**src/rtl/adder_pkg.sv**
```systemverilog
// Shared constants for the ripple-carry adder family.
package adder_pkg;

  // Widest operand the adder family is intended to be built with.
  localparam int unsigned ADDER_MAX_WIDTH = 32;

  // Width used when an instance does not override WIDTH.
  localparam int unsigned ADDER_DEFAULT_WIDTH = 2;

  // Result bundle captured by the output register.
  typedef struct packed {
    logic                       valid;
    logic                       cout;
    logic [ADDER_MAX_WIDTH-1:0] sum;
    logic [ADDER_MAX_WIDTH-1:0] carry;
  } adder_res_t;

endpackage

```
**src/rtl/fa_cell.sv**
```systemverilog
// One-bit full-adder cell built from two half adders and an OR.
module fa_cell (
  input  logic x,
  input  logic y,
  input  logic ci,
  output logic s,
  output logic co
);

  logic s1;
  logic c1;
  logic c2;

  // First stage adds the operand bits.
  half_adder u_ha_lo (
    .x(x),
    .y(y),
    .s(s1),
    .c(c1)
  );

  // Second stage folds in the carry from the previous bit.
  half_adder u_ha_hi (
    .x(s1),
    .y(ci),
    .s(s),
    .c(c2)
  );

  // At most one of the two half-adder carries can be set, so OR merges them.
  always_comb begin
    co = c1 | c2;
  end

endmodule

```
**src/rtl/half_adder.sv**
```systemverilog
// One-bit half adder: sum and carry of two input bits.
module half_adder (
  input  logic x,
  input  logic y,
  output logic s,
  output logic c
);

  // Sum is the XOR and carry is the AND of the two inputs.
  always_comb begin
    s = x ^ y;
    c = x & y;
  end

endmodule

```
**src/rtl/full_adder.sv**
```systemverilog
// Registered WIDTH-bit ripple-carry adder: {cout, sum} = a + b + cin, one clock after in_valid.
module full_adder
  import adder_pkg::*;
#(
  parameter int unsigned WIDTH = ADDER_DEFAULT_WIDTH
) (
  input  logic             clk,
  input  logic             rst_n,
  input  logic             in_valid,
  input  logic [WIDTH-1:0] a,
  input  logic [WIDTH-1:0] b,
  input  logic             cin,
  output logic             out_valid,
  output logic [WIDTH-1:0] sum,
  output logic             cout,
  output logic [WIDTH-1:0] carry
);

  // Operands are forced to zero when not valid so unknowns never reach the chain.
  logic [WIDTH-1:0] a_g;
  logic [WIDTH-1:0] b_g;
  logic             cin_g;

  logic [WIDTH-1:0] sum_c;
  logic [WIDTH-1:0] carry_c;

  logic             out_valid_d, out_valid_q;
  logic [WIDTH-1:0] sum_d,       sum_q;
  logic             cout_d,      cout_q;
  logic [WIDTH-1:0] carry_d,     carry_q;

  // Qualify the operands with in_valid.
  always_comb begin
    a_g   = in_valid ? a   : '0;
    b_g   = in_valid ? b   : '0;
    cin_g = in_valid ? cin : 1'b0;
  end

  // Ripple chain: each stage keeps its own carry wires so the chain is not one self-referencing
  // vector.
  for (genvar g = 0; g < WIDTH; g++) begin : gen_bit
    logic ci;
    logic co;

    if (g == 0) begin : gen_lsb
      assign ci = cin_g;
    end else begin : gen_upper
      assign ci = gen_bit[g-1].co;
    end

    fa_cell u_cell (
      .x (a_g[g]),
      .y (b_g[g]),
      .ci(ci),
      .s (sum_c[g]),
      .co(co)
    );

    assign carry_c[g] = co;
  end

  // Next state: load a new result on in_valid, otherwise hold the last one.
  always_comb begin
    out_valid_d = in_valid;
    sum_d       = sum_q;
    cout_d      = cout_q;
    carry_d     = carry_q;
    if (in_valid) begin
      sum_d   = sum_c;
      cout_d  = carry_c[WIDTH-1];
      carry_d = carry_c;
    end
  end

  // Output register with asynchronous clear; a reset drops any result in flight.
  always_ff @(posedge clk or negedge rst_n) begin
    if (!rst_n) begin
      out_valid_q <= 1'b0;
      sum_q       <= '0;
      cout_q      <= 1'b0;
      carry_q     <= '0;
    end else begin
      out_valid_q <= out_valid_d;
      sum_q       <= sum_d;
      cout_q      <= cout_d;
      carry_q     <= carry_d;
    end
  end

  // Drive the ports straight from the register.
  always_comb begin
    out_valid = out_valid_q;
    sum       = sum_q;
    cout      = cout_q;
    carry     = carry_q;
  end

endmodule

```
**config.mk**
```make
export PLATFORM = sky130hd
export DESIGN_NAME = full_adder
export DESIGN_NICKNAME = d
export VERILOG_FILES = /design/src/rtl/adder_pkg.sv /design/src/rtl/fa_cell.sv /design/src/rtl/half_adder.sv /design/src/rtl/full_adder.sv
export SDC_FILE = /design/constraint.sdc
export NUM_CORES = 1
export LEC_CHECK = 0
export ABC_AREA = 1
export ABC_CLOCK_PERIOD_IN_PS = 800
export CAP_MARGIN = 25
export CORE_AREA = 4 4 41 43
export CTS_CLUSTER_SIZE = 28
export DETAILED_ROUTE_END_ITERATION = 7
export DIE_AREA = 0 0 45 47
export PLACE_DENSITY = 0.43
export SLEW_MARGIN = 25
export SYNTH_ARGS = -nofsm -noshare
export SYNTH_HDL_FRONTEND = slang
export SYNTH_SLANG_ARGS = --single-unit
export TNS_END_PERCENT = 100
```
**constraint.sdc**
```tcl
create_clock -name clk -period 0.8 [get_ports clk]
set_input_delay 0.16 -clock clk [delete_from_list [all_inputs] [get_ports clk]]
set_output_delay 0.16 -clock clk [all_outputs]
set_load 0.05 [all_outputs]
```
==> results of run 1 <==
==> power by group through the flow <==
stage	clock network [µW]	registers (µW)	logic (µW)
final	287	310	368
after global routing	322	313	390
after CTS	303	310	371
after detailed placement	0	315	343
after global placement	0	314	340
after floorplan	0	391	86.8
==> cell type report <==
type | count | share of cell area, %
timing repair buffer | 19 | 43.1
sequential | 5 | 23.3
tap | 15 | 3.46
clock buffer | 4 | 4.84
inverter | 7 | 4.84
multi-input combinational | 19 | 20.5
==> registers in the layout (all words and copies together) (netlist names) <==
name / cells
sum: 2
carry: 1
cout: 1
out_valid: 1
==> synthesized netlist by cell type <==
cell type and instances:
buf_4 1, inv_2 1, buf_6 1, fa_1 2
dfrtp_1 5, nand2_1 17, inv_1 6
==> worst max path at each step <==
| stage | start | endpoint | slack, ns | cells after the start |
|---|---|---|---|---|
| 2_1_floorplan | in_valid | sum[1]$_DFFE_PN0P_ | -0.58 | 9 |
| 3_3_place_gp | in_valid | sum[1]$_DFFE_PN0P_ | -1.08 | 9 |
| 3_5_place_dp | in_valid | sum[1]$_DFFE_PN0P_ | -1.12 | 9 |
| 4_1_cts | in_valid | sum[1]$_DFFE_PN0P_ | -0.38 | 9 |
| 5_1_grt | in_valid | sum[1]$_DFFE_PN0P_ | -0.46 | 9 |
| 6_report | in_valid | sum[1]$_DFFE_PN0P_ | -0.39 | 9 |
==> cell families after synthesis <==
logic type | count (synthesis)
adders and majority gates | 2
buffers and inverters | 9
DFF | 5
and+or+nand+nor | 17
==> per-layer routing <==
layer  vias to the layer above  GRT usage [%]
li1                        132              -
met3                         4           5.75
met5                         -              0
met4                         0           5.26
met1                       122           7.23
met2                        15           11.9
==> stage by stage <==
| step | TNS, ns | std cells |
|---|---|---|
| 3_5_place_dp | -3.61 | 60 |
| 6_report | -1.96 | 69 |
| 5_1_grt | -2.30 | 69 |
| 3_3_place_gp | -3.48 | 60 |
| 4_1_cts | -2.01 | 69 |
| 2_1_floorplan | -1.46 | 33 |
==> critical path, stage by stage <==
cell     delay, ns
buf_8         0.10
nand2_2       0.06
inv_2         0.04
fa_2          0.38
inv_2         0.06
fa_1          0.39
inv_1         0.06
nand2_1       0.04
nand2_1       0.05
==> what timing repair did <==
item | 4_1_cts | 5_1_grt
gates cloned | 0 | 0
resized for setup | 23 | 0
setup endpoints to repair | 10 | 10
setup buffers | 5 | 0
pin swaps | 7 | 1
==> metrics.yaml, run 1 <==
run_status:
  violations: "setup timing"
  run_status: "finished with violations"
floorplan:
  die_h_um: 47
  core_mm2: 0.00130
  row_count: 13
  initial_core_util_pct: 21.1
  die_w_um: 45
  pin_count: 14
  die-area_mm2: 0.00212
power_and_ir_drop:
  p_per_area_mw_per_mm2: 1780
  pwr-share-seq_pct: 32.1
  p_switching_uw: 308
  switching_share_pct: 31.9
  p_int_uw: 657
  ir_worst_vdd_v: 0.00140
  p_leak_uw: 0.000296
  power_uw: 965
  clkPwrFrac_pct: 29.7
  combPwrFrac_pct: 38.2
cells_and_area:
  layout_commonest_cell: "nand2_1"
  drive_gt1_share_pct: 50.0
  utilization_pct: 41.7
  mostFrequentLayoutCells: "nand2_1, buf_12, inv_2, dfrtp_1"
  nFillCells: 149
  synthToLayoutAreaGrowth_pct: 98.2
  nNetsFinal: 65
  antenna_cells: 0
  seqCellArea_um2: 126
  multi_input_area_um2: 111
  final_area_um2: 543
detailed_routing:
  drt_iter0_drc: 1
  dr.pass1.iters: 2
  wirelength_met1_um: 249
  via_per_inst: 3.96
  met3_length_um: 74
  wl_per_cell_um: 10.1
  wl_um: 700
  vias: 273
  routed-wl-met2_um: 342
  drc: 0
  antenna_left: 0
  top_layer: "met4"
critical_path:
  crit_fanout: 4
  cp.arrival_ns: 1.36
  r2r_setup_slack_ns: 0.06
  end_kind: "flop"
  reg2reg_to: "sum[0]$_DFFE_PN0P_"
  cp.required_ns: 0.97
  startpoint_type: "input pin"
  r2r_start: "sum[0]$_DFFE_PN0P_"
  worst-r2r-cell-count: 3
  path_class: "input pin to flop"
timing:
  max_freq_mhz: 843
  rsz0062_at_grt: "yes"
  skew_ns: 0
  tightest_slew_ns: 0.249
  finalHoldViolations: 0
  fin_ws_ns: -0.386
  timing.hold.ws_ns: 0.152
  setup_viol: 10
  maxSlewHeadroom_pct: 83.3
  finalCritPeriodShare_pct: 148
  layout_min_cycle_time_ns: 1.19
  maxSlewViolCount: 0
yosys:
  syn_avg_cell_area_um2: 8.30
  synth_seq_area_share_pct: 45.7
  synth_nets: 43
  yosys_warnings: 0
  synth_top_cell_by_area: "dfrtp_1"
  synth_fa_ha_area_share_pct: 14.6
  synth_compound_area_share_pct: 0
  ys_ff_latch: 5
  synthMuxAreaShare_pct: 0
  synthSimpleGateAreaFrac_pct: 23.3
  synth_top_family_by_area: "simple AND/OR/NAND/NOR gates"
  synthTopCellsByArea: "dfrtp_1, nand2_1, fa_1"
  ys_types: 7
  yosysTopAreaCellShare_pct: 45.7
  syn_area_um2: 274
  synth_xor_area_share_pct: 0
  netlist_instances: 33
place:
  place.gp.congestion: 0.737
  post-place-ws_ns: -1.12
  place_area_um2: 478
  port-buffer-count: 13
  dpl.hpwl_um: 537
cts:
  clock-sinks: 5
  cts_htree_levels: 1
  clk_pin_slew_worst_paths_ns: 0.04
  cts_tree: "yes"
  cts_buffers: 3
  cts_buffer_depth: 2
  clk-insertion-delay-late_ns: 0.24
  hold_buffers: 0
  clockRootBuffer: "clkbuf_4"
global_route:
  grt_pass1_wl_mm: 1.06
  grt_max_degree: 9
  antenna_found_initial: 0
  grt_remaining_overflow: 0
  grt_pass1_vias: 275
  grtUsageTotal_pct: 7.73
worst_hold_path:
  min_path_type: "input pin to async pin"
job:
  maxCapViolCount: 0
Note: power is estimated with default switching activity, not from simulation.
==> inputs of run 2 (changes only) <==
- GPL_TIMING_DRIVEN: unset -> 0
==> run 2 against run 1 <==
Against the previous run: the flow still finishes with violations (setup timing); flip-flop and latch count unchanged; critical path depth increased by 1; via count increased by 1.5%; total power decreased by 4.4%; die area unchanged; clock power increased by 1%; fmax decreased by 8.5%; global-route usage decreased by 0.18 points; combinational power decreased by 10%; design area decreased by 3.7%; largest cell class unchanged; largest power group unchanged.
==> metrics.yaml, run 2 (synthesized netlist as in run 1, its figures left out) <==
run_status:
  run_status: "finished with violations"
  violations: "setup timing"
cts:
  cts_buffer_depth: 2
  clock-sinks: 5
  cts_tree: "yes"
  cts_buffers: 3
  cts_htree_levels: 1
  hold_buffers: 0
  clockRootBuffer: "clkbuf_4"
  clk_pin_slew_worst_paths_ns: 0.04
  clk-insertion-delay-late_ns: 0.24
cells_and_area:
  seqCellArea_um2: 126
  mostFrequentLayoutCells: "nand2_1, buf_6, buf_4"
  synthToLayoutAreaGrowth_pct: 90.9
  layout_commonest_cell: "nand2_1"
  nNetsFinal: 67
  final_area_um2: 523
  utilization_pct: 40.2
  antenna_cells: 0
  drive_gt1_share_pct: 48.2
  nFillCells: 140
  multi_input_area_um2: 116
  largest_register_ffs: 2
critical_path:
  reg2reg_to: "carry[0]$_DFFE_PN0P_"
  crit_start: "in_valid"
  cpPeakStageDelay_ns: 0.40
  path_class: "input pin to flop"
  r2r_start: "carry[0]$_DFFE_PN0P_"
  cp.required_ns: 0.98
  cp_slowest_cell: "fa_1"
  crit_fanout: 5
  worst-r2r-cell-count: 3
  end_kind: "flop"
  cp.arrival_ns: 1.47
  startpoint_type: "input pin"
  crit_end: "sum[1]$_DFFE_PN0P_"
  r2r_setup_slack_ns: 0.07
  cp_cell_sequence: "buf_6 > buf_8 > nand2_4 > inv_2 > fa_2 > inv_2 > fa_1 > inv_1 > nand2_1 > nand2_1"
timing:
  tightest_slew_ns: 0.239
  finalCritPeriodShare_pct: 162
  fin_ws_ns: -0.495
  maxSlewViolCount: 0
  max_freq_mhz: 772
  finalHoldViolations: 0
  rsz0062_at_grt: "yes"
  maxSlewHeadroom_pct: 84.0
  layout_min_cycle_time_ns: 1.30
  timing.hold.ws_ns: 0.0302
  fin_setup_tns_ns: -2.05
  setup_viol: 10
  skew_ns: 0
detailed_routing:
  via_per_inst: 3.90
  wl_um: 642
  vias: 277
  antenna_left: 0
  drt_iter0_drc: 3
  drc: 0
  wl_per_cell_um: 9.04
  dr.pass1.iters: 4
power_and_ir_drop:
  p_per_area_mw_per_mm2: 1760
  p_leak_uw: 0.000293
  power_uw: 923
  ir_worst_vdd_v: 0.000809
floorplan:
  die_h_um: 47
  pin_count: 14
  initial_core_util_pct: 21.1
  row_count: 13
  die-area_mm2: 0.00212
  core_mm2: 0.00130
  die_w_um: 45
global_route:
  grt_max_degree: 6
  grt_remaining_overflow: 0
  met3_usage_pct: 4.98
  grt_pass1_wl_mm: 1.05
  gr-usage-met2_pct: 13.6
  gr-max-usage-layer: "met2"
  use_met1_pct: 5.77
  grt_pass1_vias: 270
  antenna_found_initial: 0
  grtUsageTotal_pct: 7.55
job:
  maxCapViolCount: 0
place:
  place_area_um2: 440
  dpl.hpwl_um: 516
  place.gp.congestion: 0.708
  port-buffer-count: 13
worst_hold_path:
  min_path_type: "input pin to flop"
## run 2: changes by cell type in the layout (fill, tap and decap cells not counted)
cell             delta
buf_8               +1
dlygate4sd2_1       -2
clkdlybuf4s15_1     +2
nand2_4             +1
buf_2               -3
buf_6               +4
clkbuf_2            +1
buf_12              -6
clkdlybuf4s50_1     +2
nand2_2             -1
buf_4               +3
## run 2: worst min-delay path by stage
stage / from / to / cells after the start
6_report: in_valid / out_valid$_DFF_PN0_ / 1
5_1_grt: in_valid / out_valid$_DFF_PN0_ / 1
4_1_cts: in_valid / out_valid$_DFF_PN0_ / 1
3_5_place_dp: rst_n / sum[0]$_DFFE_PN0P_ / 1
3_3_place_gp: rst_n / sum[0]$_DFFE_PN0P_ / 1
2_1_floorplan: rst_n / carry[0]$_DFFE_PN0P_ / 0
## run 2: layout make-up
cell class              instances  area share [%]
plain buffers                   2            5.74
repair buffers                 19            34.2
flip-flops and latches          5            24.2
inverters                       7            5.02
well taps                      15            3.59
clock buffers                   4            5.02
multi-input cells              19            22.2
## run 2: what timing repair did
item	in CTS	in global routing
buffers inserted	5	1
resized for setup	53	4
endpoints found under the setup margin	10	10
pin swaps	8	6
## run 2: power by group
group / total (µW) / switching (µW) / leakage (µW) / internal (µW)
logic: 331 / 182 / 0.000216 / 149
registers: 301 / 19.9 / 0.0000618 / 281
clock network: 291 / 103 / 0.0000150 / 188
total: 923 / 305 / 0.000293 / 618
## run 2: critical path: cells and delay by family
kind	cells	cell delay [ns]
buffers and inverters	5	0.37
adders and majority gates	2	0.79
and+or+nand+nor	3	0.15
## run 2: metal layers
| metal | share of wire (%) | vias up | wire length, µm |
|---|---|---|---|
| li1 | - | 137 | - |
| met4 | 1.4 | 0 | 9 |
| met1 | 35 | 126 | 226 |
| met5 | 0 | - | 0 |
| met3 | 10 | 2 | 64 |
| met2 | 53 | 12 | 342 |
## run 2: stage by stage
| stage | std cells | setup slack (ns) |
|---|---|---|
| after detailed placement | 61 | -1.17 |
| after floorplan | 33 | -0.577 |
| final | 71 | -0.495 |
| after global placement | 61 | -1.16 |
| after global routing | 71 | -0.559 |
| after CTS | 70 | -0.491 |
==> inputs of run 3 (changes only) <==
- CTS_CLUSTER_DIAMETER: unset -> 50
- HOLD_SLACK_MARGIN: unset -> 0.12
==> run 3 against run 2 <==
Against the previous run: the run still ends with setup timing left; first-iteration DRC count did not move; die area stayed put; utilization is 0.19 points lower; sequential share of layout area grew 0.12 points; register-to-register slack is essentially flat; worst setup slack better by 0.099 ns; non-clock buffer count stayed put; wire length increased by 4.0%; via count grew 0.72%; total power decreased by 0.27%; critical endpoint unchanged; largest power group unchanged.
==> metrics.yaml, run 3 (synthesized netlist as in run 1, its figures left out) <==
cells_and_area:
  antenna_cells: 0
  synthToLayoutAreaGrowth_pct: 90.0
  nNetsFinal: 67
  largest_register_ffs: 2
  final_area_um2: 520
  mostFrequentLayoutCells: "nand2_1, buf_6, buf_4"
  drive_gt1_share_pct: 50.0
  fin_cells: 71
  layout_commonest_cell: "nand2_1"
timing:
  finalHoldViolations: 0
  max_freq_mhz: 836
  finalCritPeriodShare_pct: 149
  fin_ws_ns: -0.396
  maxSlewHeadroom_pct: 84.0
  timing.hold.ws_ns: 0.143
  layout_min_cycle_time_ns: 1.20
  fin_setup_tns_ns: -1.69
  tightest_slew_ns: 0.239
  rsz0062_at_grt: "yes"
  maxSlewViolCount: 0
  setup_viol: 10
  skew_ns: 0
cts:
  cts_buffers: 3
  clk_pin_slew_worst_paths_ns: 0.05
  cts_htree_levels: 1
  cts_buffer_depth: 2
  clockRootBuffer: "clkbuf_4"
  clock-sinks: 5
  cts_tree: "yes"
  clk-insertion-delay-late_ns: 0.24
floorplan:
  core_mm2: 0.00130
  die-area_mm2: 0.00212
  initial_core_util_pct: 21.1
  pin_count: 14
  die_h_um: 47
  row_count: 13
  die_w_um: 45
job:
  maxCapViolCount: 0
detailed_routing:
  antenna_left: 0
  drc: 0
  wl_per_cell_um: 9.41
  vias: 279
  wl_um: 668
  drt_iter0_drc: 3
  dr.pass1.iters: 4
  via_per_inst: 3.93
power_and_ir_drop:
  power_uw: 921
  combPwrFrac_pct: 35.7
  p_int_uw: 616
  p_leak_uw: 0.000301
  ir_worst_vdd_v: 0.000824
  p_switching_uw: 304
  pwr-share-seq_pct: 32.6
  clkPwrFrac_pct: 31.6
  p_per_area_mw_per_mm2: 1770
  switching_share_pct: 33.0
global_route:
  grt_remaining_overflow: 0
  antenna_found_initial: 0
  grt_pass1_wl_mm: 1.08
  grtUsageTotal_pct: 7.70
  grt_max_degree: 6
  grt_pass1_vias: 282
place:
  dpl.hpwl_um: 516
  port-buffer-count: 13
  place.gp.congestion: 0.708
  dp.cells: 61
  place_area_um2: 440
run_status:
  violations: "setup timing"
  run_status: "finished with violations"
critical_path:
  r2r_setup_slack_ns: 0.07
  path_class: "input pin to flop"
  cpPeakStageDelay_ns: 0.40
  cp_slowest_cell: "fa_1"
  crit_fanout: 6
  cp_cell_sequence: "buf_8 > nand2_4 > inv_2 > fa_2 > inv_2 > fa_1 > inv_1 > nand2_1 > nand2_1"
  cp.arrival_ns: 1.37
  cp_num_cells: 9
  startpoint_type: "input pin"
  worst-r2r-cell-count: 3
  cp_top_family: "adder cells"
  cp.required_ns: 0.98
  critPathBufInv: 4
  end_kind: "flop"
worst_hold_path:
  min_path_type: "input pin to async pin"
[run 3: changes by cell type in the layout (fill, tap and decap cells not counted)]
cell             delta
dlymetal6s2s_1      +1
clkdlybuf4s15_1     -2
clkdlybuf4s50_1     -1
dlygate4sd3_1       +1
clkbuf_2            +1
[run 3: area by class of cell]
cell class / count / area, µm²
fillers: 142 / 781
repair buffers: 20 / 191
flip-flops and latches: 5 / 126
multi-input cells: 19 / 116
clock buffers: 4 / 26.3
inverters: 7 / 26.3
well taps: 15 / 18.8
plain buffers: 1 / 15.0
[run 3: repair_timing]
item / in CTS / in global routing
endpoints found under the setup margin: 10 / 10
setup buffers: 5 / 1
endpoints found under the hold margin: 1 / 0
resized for setup: 53 / 10
hold buffers: 1 / 0
pin swaps: 8 / 8
[run 3: worst paths after layout]
| path | from | to |
|---|---|---|
| hold reg to reg | sum[0]$_DFFE_PN0P_ | sum[0]$_DFFE_PN0P_ |
| setup reg to reg | sum[1]$_DFFE_PN0P_ | sum[1]$_DFFE_PN0P_ |
| setup / recovery | in_valid | sum[1]$_DFFE_PN0P_ |
| min in group clk | in_valid | sum[0]$_DFFE_PN0P_ |
| hold / removal | rst_n | sum[0]$_DFFE_PN0P_ |
| max in group asynchronous | rst_n | cout$_DFFE_PN0P_ |
[run 3: power groups by stage]
stage / logic [µW] / clock network, µW / registers, µW
6_report: 329 / 291 / 301
5_1_grt: 352 / 334 / 303
4_1_cts: 332 / 310 / 301
3_3_place_gp: 291 / 0 / 298
2_1_floorplan: 86.8 / 0 / 391
3_5_place_dp: 293 / 0 / 300
[run 3: per-stage QoR]
step / worst slack (ns) / util, %
2_1_floorplan: -0.577 / -
3_3_place_gp: -1.16 / 33.8
3_5_place_dp: -1.17 / 33.8
4_1_cts: -0.491 / 40.1
5_1_grt: -0.455 / 40.0
6_report: -0.396 / 40.0
[run 3: layer usage]
layer  track usage [%]  up-vias  wire (µm)
li1                  -      137          -
met1              5.77      128        234
met2              14.1       12        359
met3              4.98        2         64
met4              5.26        0          9
met5                 0        -          0
